## config.mk

```make
export PLATFORM = sky130hd
export DESIGN_NAME = vga_scan_engine
export DESIGN_NICKNAME = d
export VERILOG_FILES = /design/src/rtl/vga_scan_engine.sv
export SDC_FILE = /design/constraint.sdc
export NUM_CORES = 1
export LEC_CHECK = 0
export CAP_MARGIN = 20
export CORE_UTILIZATION = 45
export DETAILED_ROUTE_END_ITERATION = 12
export PLACE_DENSITY_LB_ADDON = 0.12
export SLEW_MARGIN = 20
export SYNTH_ARGS = -nofsm -noshare
export SYNTH_HDL_FRONTEND = slang
export SYNTH_SLANG_ARGS = --single-unit
export TNS_END_PERCENT = 30
```

## constraint.sdc

```tcl
create_clock -name i_vga_clk -period 3.1 [get_ports i_vga_clk]
set_clock_uncertainty 0.15 [all_clocks]
set_input_delay 0.465 -clock i_vga_clk [delete_from_list [all_inputs] [get_ports i_vga_clk]]
set_output_delay 0.465 -clock i_vga_clk [all_outputs]
set_load 0.1 [all_outputs]
```

## src/rtl/vga_scan_engine.sv

```systemverilog
// VGA scan/timing engine with framebuffer fetch.
// Generates H/V sync and blanking from free-running counters, walks the framebuffer address
// incrementally (pixel and line replication, no multiplier) and registers the memory colour.
// Sync, visible and frame-start flags are delayed through matching chains so that every pin
// reflects the same counter cycle.
module vga_scan_engine #(
  parameter int unsigned H_BACK       = 24,
  parameter int unsigned H_VISIBLE    = 320,
  parameter int unsigned H_FRONT      = 8,
  parameter int unsigned H_SYNC       = 48,
  parameter int unsigned V_BACK       = 35,
  parameter int unsigned V_VISIBLE    = 400,
  parameter int unsigned V_FRONT      = 12,
  parameter int unsigned V_SYNC       = 2,
  parameter bit          H_SYNC_POL   = 1'b0,
  parameter bit          V_SYNC_POL   = 1'b1,
  parameter int unsigned H_SCALE      = 1,
  parameter int unsigned V_SCALE      = 2,
  parameter int unsigned READ_LATENCY = 1,
  parameter int unsigned ADDR_W       = 16,
  parameter int unsigned COLOR_W      = 12
) (
  input  logic                   i_vga_clk,
  input  logic                   i_reset,
  input  logic                   i_display_en,
  output logic [ADDR_W-1:0]      o_read_addr,
  input  logic [COLOR_W-1:0]     i_read_data,
  output logic [COLOR_W/3-1:0]   o_vga_r,
  output logic [COLOR_W/3-1:0]   o_vga_g,
  output logic [COLOR_W/3-1:0]   o_vga_b,
  output logic                   o_vga_hs,
  output logic                   o_vga_vs,
  output logic                   o_frame_start,
  output logic                   o_vblank
);

  localparam int unsigned H_TOTAL = H_BACK + H_VISIBLE + H_FRONT + H_SYNC;
  localparam int unsigned V_TOTAL = V_BACK + V_VISIBLE + V_FRONT + V_SYNC;
  localparam int unsigned HW      = (H_TOTAL > 1) ? $clog2(H_TOTAL) : 1;
  localparam int unsigned VW      = (V_TOTAL > 1) ? $clog2(V_TOTAL) : 1;
  localparam int unsigned HSW     = (H_SCALE > 1) ? $clog2(H_SCALE) : 1;
  localparam int unsigned VSW     = (V_SCALE > 1) ? $clog2(V_SCALE) : 1;
  localparam int unsigned PIPE    = READ_LATENCY + 2;
  localparam int unsigned CW      = COLOR_W / 3;

  localparam logic [HW-1:0]     H_VIS_BEG    = HW'(H_BACK);
  localparam logic [HW-1:0]     H_VIS_LAST   = HW'(H_BACK + H_VISIBLE - 1);
  localparam logic [HW-1:0]     H_SYNC_BEG   = HW'(H_TOTAL - H_SYNC);
  localparam logic [HW-1:0]     H_LAST       = HW'(H_TOTAL - 1);
  localparam logic [VW-1:0]     V_VIS_BEG    = VW'(V_BACK);
  localparam logic [VW-1:0]     V_VIS_LAST   = VW'(V_BACK + V_VISIBLE - 1);
  localparam logic [VW-1:0]     V_SYNC_BEG   = VW'(V_TOTAL - V_SYNC);
  localparam logic [VW-1:0]     V_LAST       = VW'(V_TOTAL - 1);
  localparam logic [HSW-1:0]    H_SCALE_LAST = HSW'(H_SCALE - 1);
  localparam logic [VSW-1:0]    V_SCALE_LAST = VSW'(V_SCALE - 1);
  localparam logic [ADDR_W-1:0] ROW_STEP     = ADDR_W'(H_VISIBLE / H_SCALE);

  // Counter stage
  logic [HW-1:0]     r_h;
  logic [VW-1:0]     r_v;
  logic              w_h_last;
  logic              w_v_last;
  logic              w_h_vis;
  logic              w_v_vis;
  logic              w_vis;
  logic              w_hs_act;
  logic              w_vs_act;
  logic              w_frame_start;

  // Address generation
  logic [ADDR_W-1:0] r_row_base;
  logic [VSW-1:0]    r_vcnt;
  logic [ADDR_W-1:0] r_pix;
  logic [HSW-1:0]    r_hcnt;
  logic [ADDR_W-1:0] r_read_addr;
  logic              w_line_first;
  logic [ADDR_W-1:0] w_cur_addr;
  logic [HSW-1:0]    w_cur_hcnt;

  // Alignment chains and colour register
  logic [PIPE-1:0]   r_hs_pipe;
  logic [PIPE-1:0]   r_vs_pipe;
  logic [PIPE-1:0]   r_fs_pipe;
  logic [PIPE-2:0]   r_vis_pipe;
  logic [PIPE-2:0]   r_en_pipe;
  logic [COLOR_W-1:0] r_color;

  // Decode window, sync and frame-start flags from the current counter values
  always_comb begin
    w_h_last      = (r_h == H_LAST);
    w_v_last      = (r_v == V_LAST);
    w_h_vis       = (r_h >= H_VIS_BEG) && (r_h <= H_VIS_LAST);
    w_v_vis       = (r_v >= V_VIS_BEG) && (r_v <= V_VIS_LAST);
    w_vis         = w_h_vis && w_v_vis;
    w_hs_act      = (r_h >= H_SYNC_BEG);
    w_vs_act      = (r_v >= V_SYNC_BEG);
    w_frame_start = w_vis && (r_h == H_VIS_BEG) && (r_v == V_VIS_BEG);
    w_line_first  = (r_h == H_VIS_BEG);
    // The first visible cycle of a line restarts from the row base regardless of leftovers
    w_cur_addr    = w_line_first ? r_row_base : r_pix;
    w_cur_hcnt    = w_line_first ? '0 : r_hcnt;
  end

  // Horizontal and vertical scan counters
  always_ff @(posedge i_vga_clk) begin
    if (i_reset) begin
      r_h <= '0;
      r_v <= '0;
    end else if (w_h_last) begin
      r_h <= '0;
      r_v <= w_v_last ? '0 : r_v + VW'(1);
    end else begin
      r_h <= r_h + HW'(1);
    end
  end

  // Pixel address walk within a line, replicating each address H_SCALE cycles
  always_ff @(posedge i_vga_clk) begin
    if (i_reset) begin
      r_pix       <= '0;
      r_hcnt      <= '0;
      r_read_addr <= '0;
    end else if (w_vis) begin
      r_read_addr <= w_cur_addr;
      if (w_cur_hcnt == H_SCALE_LAST) begin
        r_pix  <= w_cur_addr + ADDR_W'(1);
        r_hcnt <= '0;
      end else begin
        r_pix  <= w_cur_addr;
        r_hcnt <= w_cur_hcnt + HSW'(1);
      end
    end
  end

  // Row base: cleared for each new frame, advanced after every V_SCALE-th visible line
  always_ff @(posedge i_vga_clk) begin
    if (i_reset || (w_h_last && w_v_last)) begin
      r_row_base <= '0;
      r_vcnt     <= '0;
    end else if (w_vis && (r_h == H_VIS_LAST)) begin
      if (r_vcnt == V_SCALE_LAST) begin
        r_row_base <= r_row_base + ROW_STEP;
        r_vcnt     <= '0;
      end else begin
        r_vcnt     <= r_vcnt + VSW'(1);
      end
    end
  end

  // Delay chains: sync/frame-start span the full pipe, visible/enable stop at the colour register
  always_ff @(posedge i_vga_clk) begin
    if (i_reset) begin
      r_hs_pipe  <= '0;
      r_vs_pipe  <= '0;
      r_fs_pipe  <= '0;
      r_vis_pipe <= '0;
      r_en_pipe  <= '0;
    end else begin
      r_hs_pipe  <= {r_hs_pipe[PIPE-2:0], w_hs_act};
      r_vs_pipe  <= {r_vs_pipe[PIPE-2:0], w_vs_act};
      r_fs_pipe  <= {r_fs_pipe[PIPE-2:0], w_frame_start};
      r_vis_pipe <= {r_vis_pipe[PIPE-3:0], w_vis};
      r_en_pipe  <= {r_en_pipe[PIPE-3:0], i_display_en};
    end
  end

  // Colour output register, blanked outside the window or when display is disabled
  always_ff @(posedge i_vga_clk) begin
    if (i_reset) begin
      r_color <= '0;
    end else if (r_vis_pipe[PIPE-2] && r_en_pipe[PIPE-2]) begin
      r_color <= i_read_data;
    end else begin
      r_color <= '0;
    end
  end

  // Simulation guard on counter range
  always_ff @(posedge i_vga_clk) begin
    if (!i_reset) begin
      assert (r_h <= H_LAST) else $error("vga_scan_engine: h counter out of range");
      assert (r_v <= V_LAST) else $error("vga_scan_engine: v counter out of range");
    end
  end

  assign o_read_addr   = r_read_addr;
  assign o_vga_r       = r_color[CW-1:0];
  assign o_vga_g       = r_color[2*CW-1:CW];
  assign o_vga_b       = r_color[3*CW-1:2*CW];
  assign o_vga_hs      = r_hs_pipe[PIPE-1] ? H_SYNC_POL : ~H_SYNC_POL;
  assign o_vga_vs      = r_vs_pipe[PIPE-1] ? V_SYNC_POL : ~V_SYNC_POL;
  assign o_frame_start = r_fs_pipe[PIPE-1];
  // vblank follows the counter directly rather than the pin-aligned chain
  assign o_vblank      = ~w_v_vis;

endmodule
```

==> results of run 1 <==
[flip-flops by register name, summed over array words and instances (netlist names)]
| name | cells |
|---|---|
| r_row_base | 10 |
| o_read_addr | 16 |
| r_h | 9 |
| r_vis_pipe | 2 |
| r_fs_pipe | 3 |
| r_en_pipe | 2 |
| r_hs_pipe | 3 |
| r_vcnt | 1 |
| r_vs_pipe | 3 |
| r_pix | 16 |
| r_v | 9 |
| r_color | 12 |
[area by class of cell]
class	instances	area, um^2
clock buffers	9	124
clock inverters	7	71.3
fillers	822	4020
inverters	11	41.3
multi-input cells	337	2150
flip-flops and latches	86	1720
well taps	108	135
repair buffers	56	463
[routing by layer]
metal | GRT usage | vias up
met5 | 0 | -
met4 | 0.0861 | 0
met3 | 0.0361 | 13
met2 | 0.328 | 106
met1 | 0.304 | 1715
li1 | - | 1780
[worst max-delay path by stage]
stage                   startpoint                     endpoint  slack, ps  depth (start not counted)
6_report       r_v[1]$_SDFFE_PP0N_                     o_vblank        300                          6
4_1_cts        r_v[1]$_SDFFE_PP0N_                     o_vblank        190                          6
3_5_place_dp   r_v[1]$_SDFFE_PP0N_  o_read_addr[8]$_SDFFE_PP0N_        250                          7
2_1_floorplan    r_h[0]$_SDFF_PP0_       r_pix[10]$_SDFFE_PP0N_        300                         12
3_3_place_gp   r_v[1]$_SDFFE_PP0N_  o_read_addr[6]$_SDFFE_PP0N_        430                          7
5_1_grt          r_h[0]$_SDFF_PP0_       r_pix[10]$_SDFFE_PP0N_        120                         11
[critical path: cells and delay by family, from the launching register on]
family | cells | cell delay (ps)
fa+ha+maj | 1 | 270
flops | 1 | 370
compound gates | 3 | 670
buf+inv | 2 | 500
[power groups by stage]
stage	Clock (mW)	Sequential [mW]	Combinational, mW
finish	0.785	1.11	0.0520
global route	0.848	1.11	0.0585
CTS	0.803	1.11	0.0530
detailed placement	0	1.14	0.0525
global placement	0	1.14	0.0523
floorplan	0	1.14	0.0279
[cells in the mapped netlist, types with 4 or more instances]
cell	instances	area, um^2
a21oi_1	17	85.1
a311oi_1	9	78.8
a31oi_1	15	93.8
a41oi_1	4	35.0
and2_1	17	106
and3_1	9	56.3
buf_2	13	65.1
clkbuf_1	19	71.3
dfxtp_1	86	1720
ha_1	7	87.6
inv_1	10	37.5
mux2i_1	9	90.1
nand2_1	64	240
nand2b_1	9	56.3
nand3_1	9	45.0
nand4_1	14	87.6
nor2_1	24	90.1
nor2b_1	11	68.8
nor3_1	9	45.0
nor4_1	16	100
o21ai_0	9	45.0
o31ai_1	10	75.1
o32ai_1	4	35.0
o41ai_1	4	35.0
or4_1	5	37.5
xnor2_1	7	61.3
xor2_1	6	52.6
[kinds of logic (layout without fill, tap and decap cells)]
kind of cell,count (synthesis),in the layout
AOI/OAI and AO/OA,99,99
xor gates and xnor gates,13,13
adders and majority gates,7,7
buffers and inverters,45,83
DFF,86,86
muxes,9,9
and+or+nand+nor,209,209
[stage by stage]
step	instance area, um^2	worst slack (ps)	total power [mW]	cells	hold slack, ps
4_1_cts	4690	187	1.97	614	296
3_3_place_gp	4500	434	1.19	598	269
5_1_grt	4710	123	2.02	614	308
3_5_place_dp	4500	246	1.19	598	274
2_1_floorplan	4040	300	1.16	468	264
6_report	4710	303	1.95	614	290
==> flow_summary_export.csv, run 1 <==
group,metric,value,unit
outcome,run_status,"finished clean",
power_and_ir_drop,p_seq_frac,0.571,
synth,synthAdderAreaFrac,0.0217,
floorplan,chipWidth,96.8,um
sta,finalHoldViolations,0,
sta,slew_headroom,0.553,
power_and_ir_drop,intPower,1.45,mW
synth,synthFlopType,"dfxtp_1",
placed_design,place.detailed.hpwl,6630,um
critical_path,crit_path_cell_trace,"ha_1 -> a21o_1 -> o41ai_2 -> a211oi_4 -> inv_2 -> buf_12",
sta,setup-violations-final,0,
critical_path,max_stage_delay,370,ps
floorplan,dieHeight,96.8,um
global_routing,globalRouteOverflowTotal,0,
power_and_ir_drop,p_leak,1.66,nW
critical_path,reg2reg_slack,320,ps
layout,areaGrowthSynthToFinish,16.4,%
synth,synth-xor-area-share,0.0282,
global_routing,grt_pass1_vias,3355,
critical_path,cp-end-kind,"output port",
synth,syn_inst,468,
layout,drive_gt1_frac,0.142,
layout,mostFrequentLayoutCell,"dfxtp_1",
routing,ant_nets,0,
clock_network,cts_buffers,9,
power_and_ir_drop,p_sw,0.501,mW
global_routing,grt_util_all_layers,0.216,
sta,worst_pin_slew,670,ps
synth,yosys_warnings,0,
floorplan,die-area,0.00937,mm^2
clock_network,clock_path_buffers,2,
global_routing,antenna_found_initial,0,
critical_path,rr_endpoint,"r_pix[10]$_SDFFE_PP0N_",
critical_path,crit_arrival,2180,ps
critical_path,cp_max_fo,18,
routing,firstDrtPassIters,4,
routing,via_per_inst,5.89,
placed_design,io_buffers,46,
clock_network,clk_latency,370,ps
layout,num_antenna_cells,0,
clock_network,cts_tree,"built",
synth,synth_cell_types,60,
clock_network,cts_resized,0,
critical_path,crit_required,2480,ps
hold_path,whs_path_depth,1,
layout,layout_common_cells,"dfxtp_1, nand2_1, buf_4",
routing,vias,3614,
power_and_ir_drop,power.share.switching,0.257,
critical_path,slowest_stage,"dfxtp_1",
sta,fin_crit,2800,ps
power_and_ir_drop,p_per_area,414,mW/mm^2
clock_network,htree_levels,3,
clock_network,clk_pin_slew,100,ps
synth,netlist_area,0.00404,mm^2
sta,rsz0062_at_grt,"false",
routing,wl_met3,471,um
floorplan,coreArea,0.00872,mm^2
hold_path,hold_class,"register to register",
global_routing,grt_first_pass_wirelength,16600,um
power_and_ir_drop,comb_power_share,0.027,
sta,finalMaxSlewViolations,0,
synth,ys_seq_elements,86,
clock_network,root_buffer,"clkbuf_8",
routing,finalWirelength,10000,um
sta,finalCritPeriodShare,0.902,
flow_run,max_cap_violations,0,
critical_path,path_class,"register to output port",
clock_network,post_cts_buffers,0,
layout,postLayoutCoreUtil,0.540,
placed_design,gp_congestion,0.858,
floorplan,rows,34,
floorplan,io_pins,47,
routing,dr_wl_met2,4410,um
floorplan,start_util,0.464,
synth,syn_nets,490,
global_routing,grt_max_degree,32,
critical_path,r2r_cells,11,
layout,fin_nets,523,
clock_network,postCtsHoldBufs,0,
synth,synth_edf_count,0,
synth,synth.area.mux_share,0.0223,
power_and_ir_drop,clock_power_share,0.403,
sta,setup_tns,0,ps
synth,synth_top_family_by_area,"simple AND/OR/NAND/NOR gates",
routing,m1WireLength,5020,um
synth,seq_area_frac_synth,0.426,
power_and_ir_drop,peakVddDrop,0.222,mV
synth,async_flop_share,0,
routing,avgRoutedWirePerCell,16.4,um
synth,synth-compound-area-share,0.180,
routing,drtIter0Drc,292,
sta,max_freq,358,MHz
synth,synthSimpleGateAreaFrac,0.276,
routing,top_layer,"met4",
hold_path,whs_endpoint,"r_fs_pipe[1]$_SDFF_PP0_",
routing,drcViolationCount,0,
critical_path,r2r_start,"r_h[0]$_SDFF_PP0_",
hold_path,hp-start,"r_fs_pipe[0]$_SDFF_PP0_",
critical_path,cp-start-kind,"register",
synth,syn_area_per_cell,8.64,um^2
clock_network,clock-sinks,86,
Power figures use the tool's default switching activity.
==> run 2: changes to the inputs <==
- DONT_BUFFER_PORTS: unset -> 1
==> run 2 against run 1 <==
Effect of this change: hold slack got worse by 250 ps; largest cell class unchanged; critical endpoint unchanged; global-route usage decreased by 0.58 points; total power decreased by 1.1%; via count decreased by 5.2%; maximum frequency decreased by 2.9%; clock-buffer cell count unchanged; design area decreased by 8.3%; critical path depth unchanged; register-to-register slack improved by 20 ps; sequential power about the same.
==> flow_summary_export.csv, run 2 (synthesized netlist as in run 1, its figures left out) <==
group,metric,value,unit
power_and_ir_drop,peakVddDrop,0.211,mV
layout,seqCellArea,0.00172,mm^2
routing,drtIter0Drc,236,
sta,finalHoldViolations,0,
sta,slew_headroom,0.326,
layout,drive_gt1_frac,0.0783,
clock_network,htree_levels,3,
layout,layout_common_cells,"dfxtp_1, nand2_1, nor2_1",
routing,via_per_inst,6.03,
routing,finalWirelength,9640,um
critical_path,cp-end-kind,"output port",
global_routing,globalRouteOverflowTotal,0,
flow_run,max_cap_violations,0,
floorplan,coreArea,0.00872,mm^2
sta,setup-violations-final,0,
clock_network,root_buffer,"clkbuf_8",
global_routing,grtUsageMet1,0.307,
sta,worst_pin_slew,1000,ps
floorplan,start_util,0.464,
clock_network,clk_latency,360,ps
floorplan,chipWidth,96.8,um
layout,areaGrowthSynthToFinish,6.68,%
routing,ant_nets,0,
placed_design,io_buffers,0,
routing,firstDrtPassIters,5,
global_routing,grt_first_pass_wirelength,16200,um
global_routing,grt_max_degree,49,
power_and_ir_drop,p_per_area,447,mW/mm^2
routing,vias,3426,
layout,postLayoutCoreUtil,0.495,
clock_network,clock-sinks,86,
clock_network,post_cts_buffers,0,
global_routing,met3_usage,0.0462,
routing,avgRoutedWirePerCell,17.0,um
layout,fin_nets,477,
clock_network,clk_pin_slew,100,ps
critical_path,crit_arrival,2260,ps
layout,num_antenna_cells,0,
sta,fin_crit,2880,ps
routing,drcViolationCount,0,
clock_network,cts_tree,"built",
outcome,run_status,"finished clean",
critical_path,crit_family,"compound AO/OA/AOI/OAI gates",
floorplan,dieHeight,96.8,um
sta,finalMaxSlewViolations,0,
critical_path,cp-start-kind,"register",
global_routing,grt.busiest_layer,"met2",
clock_network,cts_resized,0,
critical_path,path_class,"register to output port",
sta,setup_tns,0,ps
global_routing,grt_util_all_layers,0.210,
critical_path,cp_max_fo,15,
layout,nFillCells,846,
floorplan,rows,34,
floorplan,io_pins,47,
critical_path,critPathBufInv,2,
critical_path,crit_required,2480,ps
layout,mostFrequentLayoutCell,"dfxtp_1",
sta,finalCritPeriodShare,0.929,
clock_network,cts_buffers,9,
critical_path,crit_path_cell_trace,"ha_1 -> a21o_1 -> o41ai_1 -> a211oi_4 -> inv_2 -> buf_4",
layout,multi_input_area,0.00214,mm^2
power_and_ir_drop,p_leak,1.41,nW
critical_path,slowest_stage,"o41ai_1",
sta,fin_ws,221,ps
hold_path,hold_class,"primary input to register",
critical_path,max_stage_delay,460,ps
placed_design,gp_congestion,0.831,
floorplan,die-area,0.00937,mm^2
global_routing,antenna_found_initial,0,
sta,whs,36.1,ps
clock_network,clock_path_buffers,2,
sta,rsz0062_at_grt,"false",
global_routing,use_met2,0.316,
placed_design,dpl_worst_slack,388,ps
placed_design,place.detailed.hpwl,6310,um
global_routing,grt_pass1_vias,3210,
sta,max_freq,347,MHz
## run 2: layout make-up
class / instances / share of cell area
multi-input cells: 337 / 0.495
flip-flops and latches: 86 / 0.399
well taps: 108 / 0.0313
clock buffers: 9 / 0.0287
repair buffers: 10 / 0.0186
clock inverters: 7 / 0.0177
inverters: 11 / 0.00957
## run 2: worst register-to-register path: stages, from the launching register on
cell       delay (ps)
dfxtp_1           390
inv_1              60
ha_1              180
and4b_1           200
nand2_1           110
and2_1            160
ha_1              200
nand3_1           170
or3b_2            540
nor4b_1           260
o2111ai_1         140
a21oi_1           140
## run 2: path summary, 6_finish.rpt
kind / start / slack [ps] / cells after the start / endpoint
worst max-delay path: r_v[1]$_SDFFE_PP0N_ / 220 / 6 / o_vblank
worst min-delay path: i_reset / 40 / 1 / o_read_addr[6]$_SDFFE_PP0N_
worst max register to register: r_h[0]$_SDFF_PP0_ / 340 / 11 / r_pix[10]$_SDFFE_PP0N_
worst min register to register: r_fs_pipe[1]$_SDFF_PP0_ / 290 / 1 / r_fs_pipe[2]$_SDFF_PP0_
## run 2: per-layer routing
layer	vias to the layer above	part of all wire	wire (um)
li1	1683	-	-
met1	1618	0.49	4680
met2	121	0.44	4280
met3	4	0.064	614
met4	0	0.0064	62
met5	-	0	0
## run 2: where the power goes
| part | switching [mW] | total, mW | leakage, nW | internal, mW |
|---|---|---|---|---|
| sequential | 0.00341 | 1.11 | 0.693 | 1.11 |
| combinational | 0.0191 | 0.0292 | 0.615 | 0.0101 |
| clock | 0.466 | 0.787 | 0.103 | 0.321 |
| total | 0.489 | 1.93 | 1.41 | 1.44 |
## run 2: through the flow
| stage | instances | total power [mW] | cell area, um^2 |
|---|---|---|---|
| floorplan | 468 | 1.16 | 4040 |
| global placement | 550 | 1.16 | 4090 |
| detailed placement | 550 | 1.16 | 4090 |
| CTS | 566 | 1.95 | 4290 |
| global route | 568 | 2.01 | 4310 |
| finish | 568 | 1.93 | 4310 |
## run 2: repair_timing
item / CTS / global route
endpoints found under the hold margin: 0 / 2
endpoints found under the setup margin: 0 / 0
hold buffers: 0 / 2
==> run 3: changes to the inputs <==
- SLEW_MARGIN: 20 -> unset
==> results of run 3 <==
The final DEF is identical to that of run 2; final timing and power are the same.
